### src/rtl/dcache_ctrl.sv
// Direct-mapped, write-through / no-write-allocate data cache controller for the
// MEM stage. One 32-bit word per line; any miss or store freezes the pipeline.
module dcache_ctrl #(
  parameter int INDEX_BITS = 4
) (
  input  logic        clk,
  input  logic        rst,
  input  logic [31:0] addr,
  input  logic [31:0] wdata,
  input  logic        wenable,
  input  logic        renable,
  output logic [31:0] rdata,
  output logic        stall,
  output logic        hit,
  output logic        mem_wenable,
  output logic        mem_renable,
  output logic [31:0] mem_addr,
  output logic [31:0] mem_wdata,
  input  logic [31:0] mem_rdata,
  input  logic        mem_ready
);
  localparam int LINES = 1 << INDEX_BITS;
  localparam int TAG_W = 30 - INDEX_BITS;

  typedef enum logic [1:0] {
    IDLE    = 2'd0,
    RD_MISS = 2'd1,
    WR_MEM  = 2'd2,
    DONE    = 2'd3
  } state_t;

  state_t state, next_state;

  logic [LINES-1:0] valid;
  logic [TAG_W-1:0] tag_arr  [LINES];
  logic [31:0]      data_arr [LINES];

  logic done_rd;
  logic mem_renable_q;
  logic mem_wenable_q;

  logic [INDEX_BITS-1:0] index;
  logic [TAG_W-1:0]      tag;
  logic [31:0]           word_addr;
  logic [31:0]           line_data;
  logic                  lookup_hit;
  logic                  fill;
  logic                  wr_hit_update;

  assign index         = addr[INDEX_BITS+1:2];
  assign tag           = addr[31:INDEX_BITS+2];
  assign word_addr     = addr & 32'hFFFF_FFFC;
  assign line_data     = data_arr[index];
  assign lookup_hit    = (renable | wenable) & valid[index] & (tag_arr[index] == tag);
  assign fill          = (state == RD_MISS) & mem_ready;
  assign wr_hit_update = (state == IDLE) & wenable & lookup_hit;

  assign mem_renable = mem_renable_q;
  assign mem_wenable = mem_wenable_q;

  // Control state: reset clears valid bits, which also aborts any pending fill.
  always_ff @(posedge clk) begin
    if (rst) begin
      state         <= IDLE;
      valid         <= '0;
      done_rd       <= 1'b0;
      mem_renable_q <= 1'b0;
      mem_wenable_q <= 1'b0;
    end else begin
      state         <= next_state;
      done_rd       <= fill;
      mem_renable_q <= (next_state == RD_MISS);
      mem_wenable_q <= (next_state == WR_MEM);
      if (fill) begin
        valid[index] <= 1'b1;
      end
    end
  end

  // Tag/data storage; contents are meaningless unless the matching valid bit is set.
  always_ff @(posedge clk) begin
    if (fill) begin
      tag_arr[index]  <= tag;
      data_arr[index] <= mem_rdata;
    end else if (wr_hit_update) begin
      data_arr[index] <= wdata;
    end
  end

  always_comb begin
    next_state = state;
    unique case (state)
      IDLE: begin
        if (wenable) begin
          next_state = WR_MEM;
        end else if (renable && !lookup_hit) begin
          next_state = RD_MISS;
        end
      end
      RD_MISS: if (mem_ready) next_state = DONE;
      WR_MEM:  if (mem_ready) next_state = DONE;
      DONE:    next_state = IDLE;
    endcase
  end

  // A store takes priority over a load when both enables are raised together.
  always_comb begin
    stall     = 1'b0;
    hit       = 1'b0;
    rdata     = 32'h0;
    mem_addr  = 32'h0;
    mem_wdata = 32'h0;
    if (!rst) begin
      unique case (state)
        IDLE: begin
          hit   = lookup_hit;
          stall = wenable | (renable & ~lookup_hit);
          if (renable && !wenable && lookup_hit) begin
            rdata = line_data;
          end
        end
        RD_MISS: begin
          stall    = 1'b1;
          mem_addr = word_addr;
        end
        WR_MEM: begin
          stall     = 1'b1;
          mem_addr  = word_addr;
          mem_wdata = wdata;
        end
        DONE: begin
          hit = done_rd;
          if (done_rd) begin
            rdata = line_data;
          end
        end
      endcase
    end
  end

endmodule

### config.mk
export PLATFORM = sky130hd
export DESIGN_NAME = dcache_ctrl
export DESIGN_NICKNAME = d
export VERILOG_FILES = /design/src/rtl/dcache_ctrl.sv
export SDC_FILE = /design/constraint.sdc
export NUM_CORES = 1
export LEC_CHECK = 0
export CELL_PAD_IN_SITES_DETAIL_PLACEMENT = 2
export CELL_PAD_IN_SITES_GLOBAL_PLACEMENT = 2
export CORE_MARGIN = 1.5
export CORE_UTILIZATION = 43
export CTS_CLUSTER_DIAMETER = 60
export DETAILED_ROUTE_END_ITERATION = 16
export MAX_ROUTING_LAYER = met4
export PLACE_DENSITY = 0.87
export SETUP_SLACK_MARGIN = 0.15
export SYNTH_ARGS = -nofsm -noshare
export SYNTH_HDL_FRONTEND = slang
export SYNTH_SLANG_ARGS = --single-unit
### constraint.sdc
create_clock -name clk -period 5.6 [get_ports clk]
set_input_delay 0.56 -clock clk [delete_from_list [all_inputs] [get_ports clk]]
set_output_delay 0.56 -clock clk [all_outputs]
set_load 0.05 [all_outputs]
==> results.json <==
{
  "std_cell_rows": 109,
  "final_cells": 3398,
  "min_period_ns": 5.36,
  "crit_arrival_ns": 4.80,
  "crit_type": "in -> out",
  "synth_cell_type_count": 69,
  "postSynthCellCount": 1841,
  "grt_max_degree": 89,
  "insertion_delay_ns": 0.68,
  "slew_viol_final": 0,
  "postSynth.asyncResetShare": 0,
  "endpoint_kind": "primary output",
  "vias_per_cell": 6.27,
  "drt-total-wl_um": 130000,
  "tightest_slew_ns": 1.33,
  "crit_fanout": 32,
  "synth_edf_count": 928,
  "place_congestion": 0.770,
  "finalNetCount": 2251,
  "p_sw_frac": 0.240,
  "synth_top_flop_cell": "edfxtp_1",
  "cts.sinks": 949,
  "cp-endpoint": "rdata[25]",
  "grt_overflow": 0,
  "ys_top_cells_by_area": "edfxtp_1 (73%), mux4_2 (14%), mux2i_1 (2.7%)",
  "synth.most_common_cell": "edfxtp_1",
  "power.internal_mw": 12.3,
  "whs_ns": 0.537,
  "first_global_vias": 23267,
  "grt_usage": 0.297,
  "r2r-start": "tag_arr[3][23]",
  "yosys.area.top_type_share": 0.730,
  "p_sw_mw": 3.89,
  "cts_tree": "built",
  "wl_per_cell_um": 38.2,
  "hold_violations": 0,
  "cts_root_buf": "clkbuf_16",
  "power_leakage_nw": 14.9,
  "start_util": 0.433,
  "synth_area_leader_cell": "edfxtp_1",
  "setup.worst_path.start": "addr[4]",
  "core_area_um2": 88200,
  "boundaryPins": 201,
  "powerDensity_nw_per_um2": 353,
  "status": "finished clean",
  "ant_nets": 0,
  "max-slew-margin-rel": 0.110,
  "ys_warn_count": 0,
  "worst-r2r-cell-count": 12,
  "cts_inserted_buffers": 103,
  "dpl_cell_area_um2": 42500,
  "fin_worst_skew_ns": 0.0406,
  "fin_util": 0.521,
  "htree_levels": 3,
  "p_comb_frac": 0.087,
  "clkTransAtPathRegs_ns": 0.06,
  "antenna_found_initial": 1,
  "nFillCells": 7485,
  "hp-start": "valid[6]",
  "fin_area_um2": 45900,
  "drive_above_1_share": 0.272,
  "grt_setup_unrepaired": "false",
  "grt_pass1_wl_um": 182000,
  "setup_viol": 0,
  "seq_area_frac_synth": 0.741,
  "drcViolationCount": 0,
  "finalCritPeriodShare": 0.956,
  "hold_path_class": "reg -> reg",
  "synthesis.area_um2": 38200,
  "hpwl_um": 76800,
  "num_vias": 21296,
  "synth.avg_cell_area_um2": 20.7,
  "die_h_um": 301,
  "die_x_um": 301,
  "rrSetupSlack_ns": 1.24,
  "synthTopCellsByCount": "edfxtp_1 (928), mux4_2 (230), mux2i_1 (102)",
  "die_area_um2": 90600,
  "cp.required_ns": 5.04,
  "first_pass_iters": 5,
  "drt_iter0_drc": 2154,
  "clock_path_buffers": 3,
  "cp-start-kind": "primary input",
  "vdd_drop_max_v": 0.000257,
  "synth_seq_cells": 949,
  "placed_cells": 3203,
  "max_freq_mhz": 187,
  "clkPwrFrac": 0.428,
  "max_cap_viol_count": 0,
  "p_seq_frac": 0.485,
  "area_growth_syn_to_layout_pct": 20.2,
  "port_buffers": 196,
  "r2r-end": "data_arr[0][30]",
  "setup_tns_ns": 0
}
worst min-delay path by stage:
stage / to / slack [ns] / cells past startpoint
6_report: valid[6] / 0.54 / 2
5_1_grt: valid[10] / 0.55 / 2
4_1_cts: valid[10] / 0.53 / 2
3_5_place_dp: valid[0] / 0.47 / 1
3_3_place_gp: valid[5] / 0.44 / 2
2_1_floorplan: valid[11] / 0.43 / 2
kinds of logic (layout without fill, tap and decap cells):
| group | after synthesis | after routing | share of synthesized area |
|---|---|---|---|
| simple gates | 219 | 219 | 0.0311 |
| other cells | 1 | 3 | 0.0000982 |
| compound gates | 150 | 150 | 0.0277 |
| xor+xnor | 30 | 30 | 0.00688 |
| flops | 949 | 949 | 0.741 |
| mux | 370 | 370 | 0.176 |
| buf+inv | 117 | 507 | 0.0156 |
| fa+ha+maj | 5 | 5 | 0.00164 |
sequential cells by signal (all words and copies together), names as in the netlist:
signal,count
mem_wenable,1
state,2
data_arr,512
mem_renable,1
tag_arr,416
done_rd,1
valid,16
area by class of cell:
cell class | instances | area, um2 | area share
sequential | 949 | 28300 | 0.616
multi-input combinational | 776 | 9600 | 0.209
timing repair buffer | 300 | 3150 | 0.0687
clock buffer | 125 | 2720 | 0.0593
tap | 1165 | 1460 | 0.0317
clock inverter | 67 | 643 | 0.0140
inverter | 15 | 57.6 | 0.00125
antenna | 1 | 2.50 | 0.0000545
critical path: stages:
cell and delay [ns]:
buf_4 0.48, buf_4 0.50, nor2_1 0.24, a22oi_1 0.34, nand2_1 0.11, xnor2_1 0.41
nand4_1 0.34, nor4b_4 0.36, buf_4 0.19, nand4_1 0.11, buf_4 0.30, a21boi_0 0.53
buf_12 0.22
what timing repair did:
| action | 4_1_cts | 5_1_grt |
|---|---|---|
| endpoints found under the hold margin | 0 | 0 |
| resized for setup | 0 | 1 |
| setup endpoints to repair | 7 | 9 |
| pin swaps | 1 | 0 |
| hold buffers | 0 | 0 |
| buffers inserted | 2 | 0 |
power groups by stage:
stage,logic [mW],registers [mW],clock network (mW)
6_report,1.41,7.86,6.94
5_1_grt,1.46,7.86,7.23
4_1_cts,1.41,7.86,7.02
3_5_place_dp,1.38,8.01,0
3_3_place_gp,1.27,8.00,0
2_1_floorplan,0.798,8.02,0
cells in the final DEF, fill, tap and decap left out, drive strengths merged, types with 33 or more instances in the layout:
master         synthesis  layout
a21boi                33      33
a22oi                 34      34
and2                  68      68
buf                   55     141
clkbuf                47     126
clkdlybuf4s50          0     158
clkinv                 0      45
edfxtp               928     928
mux2                  38      38
mux2i                102     102
mux4                 230     230
nand2                 36      36
nor2                  53      53
stage by stage:
step,total power [mW],worst slack [ns]
after floorplan,8.81,0.469
after global placement,9.27,0.730
after detailed placement,9.40,0.180
after CTS,16.3,0.200
after global routing,16.6,0.245
final,16.2,0.244
metal layers:
metal,wire length [um],share of wire,global-route usage,vias up
li1,-,-,-,8224
met1,49100,0.38,0.356,11674
met2,68600,0.53,0.514,1105
met3,7300,0.056,0.0390,293
met4,4940,0.038,0.111,0
met5,0,0,-,-
Note: power is estimated with default switching activity, not from simulation.
